### src/rtl/pipeline_pkg.sv
// Shared pipeline definitions: hazard-controller FSM states and the bubble encoding
// that a flushed pipeline register loads.
package pipeline_pkg;

    typedef enum logic [1:0] {
        ST_RUN      = 2'd0,
        ST_MEM_WAIT = 2'd1,
        ST_ERROR    = 2'd2
    } hazard_state_t;

    // A bubble is an ADDI x0,x0,0 with every architectural side effect disabled.
    localparam logic [31:0] BUBBLE_INSTR      = 32'h0000_0013;
    localparam logic        BUBBLE_RD_EN      = 1'b0;
    localparam logic        BUBBLE_DMWRITE_EN = 1'b0;

    localparam int WAIT_CNT_W = 8;

endpackage

### src/rtl/sat_counter.sv
// Generic up-counter that sticks at all ones instead of wrapping.
module sat_counter #(
    parameter int W = 32
) (
    input  logic         clk,
    input  logic         rst_n,
    input  logic         inc,
    output logic [W-1:0] count
);

    always_ff @(posedge clk or negedge rst_n) begin
        if (!rst_n) begin
            count <= '0;
        end else if (inc && (count != {W{1'b1}})) begin
            count <= count + 1'b1;
        end
    end

endmodule

### src/rtl/pipeline_hazard_ctrl.sv
// Load-use / branch / memory-wait hazard controller for a 5-stage pipeline.
// Optional performance counters are built when HAZARD_PERF_CNT_EN is defined.
module pipeline_hazard_ctrl
    import pipeline_pkg::*;
#(
    parameter int MAX_WAIT = 15,
    parameter int CNT_W    = 32
) (
    input  logic       clk,
    input  logic       rst_n,
    input  logic [4:0] if_id_rs1_ad,
    input  logic [4:0] if_id_rs2_ad,
    input  logic       if_id_rs1_used,
    input  logic       if_id_rs2_used,
    input  logic [4:0] dec_ex_rd_ad,
    input  logic       dec_ex_rdEn,
    input  logic       dec_ex_DMread,
    input  logic       ex_branch_taken,
    input  logic       dmem_req,
    input  logic       dmem_ready,
    output logic       pc_en,
    output logic       if_id_en,
    output logic       dec_ex_en,
    output logic       ex_mem_en,
    output logic       mem_wb_en,
    output logic       if_id_flush,
    output logic       dec_ex_flush,
    output logic       mem_timeout
`ifdef HAZARD_PERF_CNT_EN
   ,output logic [CNT_W-1:0] stall_cycles
   ,output logic [CNT_W-1:0] flush_count
`endif
);

    localparam logic [WAIT_CNT_W-1:0] MAX_WAIT_C = WAIT_CNT_W'(MAX_WAIT);

    hazard_state_t         state;
    logic [WAIT_CNT_W-1:0] wait_cnt;
    logic                  load_use;
    logic                  mem_stall;

    assign load_use = dec_ex_DMread && dec_ex_rdEn && (dec_ex_rd_ad != 5'd0) &&
                      ((if_id_rs1_used && (dec_ex_rd_ad == if_id_rs1_ad)) ||
                       (if_id_rs2_used && (dec_ex_rd_ad == if_id_rs2_ad)));
    assign mem_stall = dmem_req && !dmem_ready;

    // Enables and flushes are a zero-latency function of state and inputs.
    always_comb begin
        // NOTE: every output gets a default first so no path can infer a latch.
        pc_en        = 1'b0;
        if_id_en     = 1'b0;
        dec_ex_en    = 1'b0;
        ex_mem_en    = 1'b0;
        mem_wb_en    = 1'b0;
        if_id_flush  = 1'b0;
        dec_ex_flush = 1'b0;
        if (rst_n && (state != ST_ERROR)) begin
            if (mem_stall) begin
                // Full freeze: a pending branch or load-use stays held in its register.
            end else if (ex_branch_taken) begin
                {pc_en, if_id_en, dec_ex_en, ex_mem_en, mem_wb_en} = 5'b11111;
                if_id_flush  = 1'b1;
                dec_ex_flush = 1'b1;
            end else if (load_use) begin
                {dec_ex_en, ex_mem_en, mem_wb_en} = 3'b111;
                dec_ex_flush = 1'b1;
            end else begin
                {pc_en, if_id_en, dec_ex_en, ex_mem_en, mem_wb_en} = 5'b11111;
            end
        end
    end

    // NOTE: sequential state uses non-blocking assignments only.
    always_ff @(posedge clk or negedge rst_n) begin
        if (!rst_n) begin
            state       <= ST_RUN;
            wait_cnt    <= '0;
            mem_timeout <= 1'b0;
        end else begin
            case (state)
                ST_RUN: begin
                    if (mem_stall) begin
                        state    <= ST_MEM_WAIT;
                        wait_cnt <= '0;
                    end
                end
                ST_MEM_WAIT: begin
                    if (!mem_stall) begin
                        state <= ST_RUN;
                    end else if (wait_cnt == MAX_WAIT_C) begin
                        state       <= ST_ERROR;
                        mem_timeout <= 1'b1;
                    end else if (wait_cnt != {WAIT_CNT_W{1'b1}}) begin
                        wait_cnt <= wait_cnt + 1'b1;
                    end
                end
                ST_ERROR: begin
                    // Terminal until reset.
                end
                default: state <= ST_RUN;
            endcase
        end
    end

`ifdef HAZARD_PERF_CNT_EN
    sat_counter #(.W(CNT_W)) u_stall_cnt (
        .clk   (clk),
        .rst_n (rst_n),
        .inc   (!pc_en),
        .count (stall_cycles)
    );

    sat_counter #(.W(CNT_W)) u_flush_cnt (
        .clk   (clk),
        .rst_n (rst_n),
        .inc   (if_id_flush),
        .count (flush_count)
    );
`endif

endmodule

### config.mk
export PLATFORM = sky130hd
export DESIGN_NAME = pipeline_hazard_ctrl
export DESIGN_NICKNAME = d
export VERILOG_FILES = /design/src/rtl/pipeline_pkg.sv /design/src/rtl/sat_counter.sv /design/src/rtl/pipeline_hazard_ctrl.sv
export SDC_FILE = /design/constraint.sdc
export NUM_CORES = 1
export LEC_CHECK = 0
export CORE_MARGIN = 5
export CORE_UTILIZATION = 40
export CTS_BUF_LIST = sky130_fd_sc_hd__clkbuf_8
export DETAILED_ROUTE_END_ITERATION = 6
export PLACE_DENSITY = 0.85
export SLEW_MARGIN = 0
export SYNTH_ARGS = -nofsm -noshare
export SYNTH_HDL_FRONTEND = slang
export SYNTH_SLANG_ARGS = --single-unit
### constraint.sdc
create_clock -name clk -period 1.57 [get_ports clk]
set_input_delay 0.314 -clock clk [delete_from_list [all_inputs] [get_ports clk]]
set_output_delay 0.314 -clock clk [all_outputs]
set_load 0.01 [all_outputs]
==> results of run 1 <==
==> cell usage in the layout (no fill, tap or decap), drive strengths merged, types with 2 or more instances in the layout <==
cell	instances
and2	2
nor4	2
clkdlybuf4s15	3
dlygate4sd2	6
and3	2
nor2	8
nand2b	4
o31ai	6
buf	37
a21oi	2
nand2	6
o21ai	8
nand4	3
a41oi	3
xnor2	2
clkdlybuf4s50	4
clkbuf	5
xor2	8
o41ai	2
or4	2
dfrtp	11
inv	2
==> path summary, 6_finish.rpt <==
check / startpoint / end / depth (start not counted)
worst max-delay path: dec_ex_rd_ad[1] / if_id_en / 7
worst min-delay path: rst_n / wait_cnt[5]$_DFFE_PN0P_ / 2
worst max register to register: wait_cnt[6]$_DFFE_PN0P_ / wait_cnt[6]$_DFFE_PN0P_ / 5
worst min register to register: mem_timeout$_DFFE_PN0P_ / mem_timeout$_DFFE_PN0P_ / 1
max in group asynchronous: rst_n / mem_timeout$_DFFE_PN0P_ / 2
min in group clk: mem_timeout$_DFFE_PN0P_ / mem_timeout$_DFFE_PN0P_ / 1
==> flip-flops by register name, indices dropped and copies added (netlist names) <==
register     cells
state            2
wait_cnt         8
mem_timeout      1
==> critical path, delay by kind of cell <==
| family | cells | cell delay (ns) |
|---|---|---|
| buffers and inverters | 3 | 0.33 |
| AO/OA/AOI/OAI | 2 | 0.32 |
| AND/OR/NAND/NOR | 1 | 0.29 |
| XOR/XNOR | 1 | 0.14 |
==> final cells by class <==
cell class | instances | area (µm²)
inverter | 1 | 3.754
fill | 142 | 546.8
multi-input combinational | 71 | 624.3
clock inverter | 1 | 3.754
timing repair buffer | 53 | 432.9
tap | 27 | 33.78
clock buffer | 3 | 41.29
sequential | 11 | 275.3
==> layer usage <==
layer | GRT usage (%) | vias to the layer above | share of wire, %
li1 | - | 434 | -
met1 | 18.85 | 431 | 40
met2 | 27.36 | 40 | 53
met3 | 3.263 | 7 | 5.0
met4 | 7.292 | 0 | 2.2
met5 | 0 | - | 0
==> kinds of logic after synthesis <==
family | Yosys count | synth area share (%)
and+or+nand+nor | 34 | 23.09
buffers and inverters | 7 | 7.951
DFF | 11 | 33.64
adders and majority gates | 1 | 1.529
xor gates and xnor gates | 10 | 10.70
AOI/OAI and AO/OA | 26 | 23.09
==> power breakdown <==
group	switching [µW]	internal [µW]	total (µW)
sequential	4.63	291	296
combinational	99.3	113	212
clock	114	172	286
==> timing repair <==
| item | in CTS | in global routing |
|---|---|---|
| gates resized for setup | 84 | 36 |
| pin swaps | 16 | 17 |
| setup endpoints to repair | 15 | 10 |
| setup buffers | 1 | 1 |
| hold buffers | 0 | 0 |
==> through the flow <==
step,setup TNS [ns],instances,power (µW),utilization [%],worst slack [ns]
after floorplan,-0.01866,89,380.6,-,-0.01866
after global placement,-7.354,161,496.1,63.97,-0.8689
after detailed placement,-7.725,161,502.0,63.97,-0.8888
after CTS,-0.3622,166,765.9,65.18,-0.1273
after global routing,-1.084,167,822.8,72.13,-0.2101
final,-0.5530,167,794.5,72.13,-0.1471
==> impl_metrics.yaml, run 1 <==
min_path:
  min_path_type: "primary input to async pin"
placement:
  hpwl_um: 1862
  place.gp.congestion: 1.003
  portBuffers: 31
  place_area_um2: 1255
yosys:
  syn_nets: 114
  ys_seq_area_share_pct: 33.64
  synth_area_um2: 818.3
  synth_top_cell_by_area: "dfrtp_1"
  netlist.area_leader.share_pct: 33.64
  synth_area_leaders: "dfrtp_1 34%, xor2_1 8.6%, o31ai_1 5.5%"
  ys_warn_count: 0
  synth_cells: 89
  async_flop_share_pct: 100.0
  ys.flop_type: "dfrtp_1"
  avgSynthCellArea_um2: 9.194
  synth_edf_count: 0
  yosys-top-cells-count: "11 x dfrtp_1, 8 x nor2_1, 8 x o21ai_0, 8 x xor2_1"
  synth_most_common_cell: "dfrtp_1"
  synthDistinctLibCells: 35
  ys_ff_latch: 11
cells_and_area:
  final_cell_area_um2: 1415
  syn_to_final_growth_pct: 72.94
  diodes: 0
  drive_gt1_share_pct: 50.71
  nets: 166
floorplan:
  fp.coreArea_um2: 1962
  initial_core_util_pct: 41.71
  die-height_um: 55.23
  pin_count: 32
  die_width_um: 55.23
  dieArea_um2: 3050
  rows: 16
setup_path:
  critPathLaunchType: "primary input"
  required_ns: 1.26
  crit_path_cell_trace: "buf_6 -> buf_6 -> xor2_1 -> nor4_2 -> a32oi_1 -> o21a_1 -> buf_2"
  max_stage_delay_ns: 0.29
  critical_path_class: "primary input to output port"
  critPathArrivalTime_ns: 1.40
  crit_slowest_cell: "nor4_2"
  cp_max_fo: 2
  ff2ff_setup_slack_ns: -0.05
  crit_top_cell: "buf_6"
  end_kind: "output port"
clocking:
  cts_tree: "built"
  clkSinkCount: 11
  clock_latency_ns: 0.25
  ctsLongestPathBuffers: 2
  root_buffer: "clkbuf_8"
  clkTransAtPathRegs_ns: 0.05
  cts-htree-levels: 1
  numCtsBuffers: 3
power_and_ir_drop:
  power_density_nw_per_um2: 561.4
  peakVddDrop_uv: 563.5
  p_leak_uw: 0.0006452
sta:
  rsz0062_at_grt: "yes"
  fin_ws_ns: -0.1471
  drv_slew: 0
  finalSetupViolations: 10
  worst_pin_slew_ns: 0.3117
  fin_skew_ns: 0.007757
  max_freq_ghz: 0.5824
  hold_viol: 0
  slew_headroom_pct: 78.95
  fin_crit_sh_pct: 109.4
  fin_crit_ns: 1.717
  hold_slack_ns: 0.1894
grt:
  grt_pass1_vias: 841
  track_usage_pct: 15.92
  grt_overflow: 0
  grt_pass1_wl_um: 3891
  grt_max_degree: 12
  antenna_found_initial: 0
routing:
  finalWirelength_um: 2738
  drtIter0Drc: 19
  dr_total_vias: 912
  routedWlPerCell_um: 16.40
  ant_nets: 0
  via_per_inst: 5.461
  drt_first_pass_iters: 4
  drcViolationCount: 0
run:
  drv_cap: 0
outcome:
  outcome: "finished, violations left"
  violations: "negative setup slack"
(Power assumes the default switching activity.)
==> run 2: changes to the inputs <==
ABC_CLOCK_PERIOD_IN_PS = 1570   (was unset)
SLEW_MARGIN = unset   (was 0)
==> results of run 2 <==
The final DEF is identical to that of run 1; final timing and power are the same.
==> run 3: changes to the inputs <==
CORE_ASPECT_RATIO = 0.9   (was unset)
CTS_CLUSTER_SIZE = 24   (was unset)
==> run 3 against run 2 <==
The flow still finishes with violations (negative setup slack). Clock-buffer cell count unchanged. Highest routed layer unchanged. Critical path type unchanged. Hold slack worse by 0.035 ns. Largest power group unchanged. Die area about the same. Clock power down 1%.
==> impl_metrics.yaml, run 3 (synthesis gave the netlist of run 1 again) <==
setup_path:
  critPathArrivalTime_ns: 1.42
  critPathLaunchType: "primary input"
  crit_path_cell_trace: "buf_12 -> xor2_4 -> nor4_4 -> a32oi_2 -> o21a_1 -> buf_2"
  crit_slowest_cell: "nor4_4"
  timing.rr.end: "wait_cnt[2]$_DFFE_PN0P_"
  crit_buf_inv: 2
  required_ns: 1.26
  end_kind: "output port"
  cp_max_fo: 3
  max_stage_delay_ns: 0.30
  r2r_cells: 5
  cp_top_family: "compound AO/OA/AOI/OAI gates"
  critical_path_class: "primary input to output port"
  ff2ff_setup_slack_ns: 0.01
  r2r-start: "wait_cnt[5]$_DFFE_PN0P_"
clocking:
  numCtsBuffers: 3
  clkSinkCount: 11
  ctsLongestPathBuffers: 2
  clkTransAtPathRegs_ns: 0.05
  root_buffer: "clkbuf_8"
  clock_latency_ns: 0.24
  cts_tree: "built"
  cts-htree-levels: 1
placement:
  place.gp.congestion: 0.8868
  portBuffers: 31
  hpwl_um: 1953
  detailedPlace.worstSlack_ns: -0.9451
floorplan:
  die_width_um: 57.68
  initial_core_util_pct: 42.33
  die-height_um: 52.91
  dieArea_um2: 3052
  rows: 15
  pin_count: 32
  fp.coreArea_um2: 1933
grt:
  grt_overflow: 0
  track_usage_pct: 20.18
  grt_pass1_vias: 973
  grt_max_degree: 12
  antenna_found_initial: 0
  grt_pass1_wl_um: 4519
cells_and_area:
  final_common_cell: "buf_4"
  diodes: 0
  drive_gt1_share_pct: 50.00
  largest_reg_flops: 8
  mostFrequentLayoutCells: "20 x buf_4, 11 x buf_2, 11 x dfrtp_1"
  largest_registers: "wait_cnt (8), state (2), mem_timeout (1)"
  regMostFlops: "wait_cnt"
  nets: 166
  syn_to_final_growth_pct: 76.45
run:
  drv_cap: 0
outcome:
  violations: "negative setup slack"
  outcome: "finished, violations left"
routing:
  drtIter0Drc: 47
  drt_first_pass_iters: 5
  ant_nets: 0
  via_per_inst: 5.703
  drcViolationCount: 0
  routedWlPerCell_um: 17.49
  finalWirelength_um: 2886
  dr_total_vias: 941
sta:
  fin_skew_ns: 0.003470
  slew_headroom_pct: 76.28
  drv_slew: 0
  finalSetupViolations: 3
  worst_pin_slew_ns: 0.3541
  rsz0062_at_grt: "yes"
  hold_viol: 0
  fin_ws_ns: -0.1599
  fin_crit_sh_pct: 110.2
  max_freq_ghz: 0.5781
  fin_crit_ns: 1.730
power_and_ir_drop:
  peakVddDrop_uv: 557.2
  power_density_nw_per_um2: 563.2
  p_leak_uw: 0.0006428
  finalPower_uw: 813.1
min_path:
  min_path_type: "primary input to async pin"
## run 3: per-layer routing
metal  track usage, %  share of wire, %  vias to the layer above
met4            11.97               2.2                        0
met5                0                 0                        -
met2            37.03                54                       39
met1            20.96                39                      460
met3            4.634               5.6                        8
li1                 -                 -                      434
## run 3: per-stage QoR
step                setup TNS, ns  cells  hold slack [ns]  cell area, µm²  utilization (%)
floorplan                -0.01866     89          0.01841           825.8                -
global placement           -7.338    158           0.4519            1245            64.40
detailed placement         -8.318    158           0.4580            1245            64.40
CTS                       -0.4136    163           0.1658            1299            67.18
global route              -0.8389    165           0.1848            1444            74.69
finish                    -0.4572    165           0.1546            1444            74.69
## run 3: layout make-up
class                           instances  area (µm²)
Tap cell                               25       31.28
Fill cell                             138       489.2
Multi-Input combinational cell         71       651.9
Clock inverter                          1       3.754
Timing Repair Buffer                   53       436.7
Clock buffer                            3       41.29
Inverter                                1       3.754
Sequential cell                        11       275.3
## run 3: how the worst max path moves through the flow
stage,startpoint,to,slack [ns],cells past startpoint
after floorplan,dec_ex_rd_ad[1],pc_en,-0.02,4
after global placement,dec_ex_rd_ad[2],if_id_en,-0.87,5
after detailed placement,dec_ex_rd_ad[2],dec_ex_flush,-0.95,6
after CTS,dec_ex_rd_ad[4],dec_ex_flush,-0.15,5
after global routing,dec_ex_rd_ad[0],pc_en,-0.24,6
final,dec_ex_rd_ad[0],pc_en,-0.16,6
## run 3: what timing repair did
item,4_1_cts,5_1_grt
hold buffers,0,0
buffers inserted,1,2
cloned,0,0
setup endpoints to repair,15,15
gates resized for setup,95,33
pin swaps,15,14
## run 3: report_power, final
group	switching [µW]	leakage, µW	total, µW	internal [µW]
clock	110	0.0000269	282	172
sequential	5.12	0.000152	297	291
combinational	112	0.000464	234	123
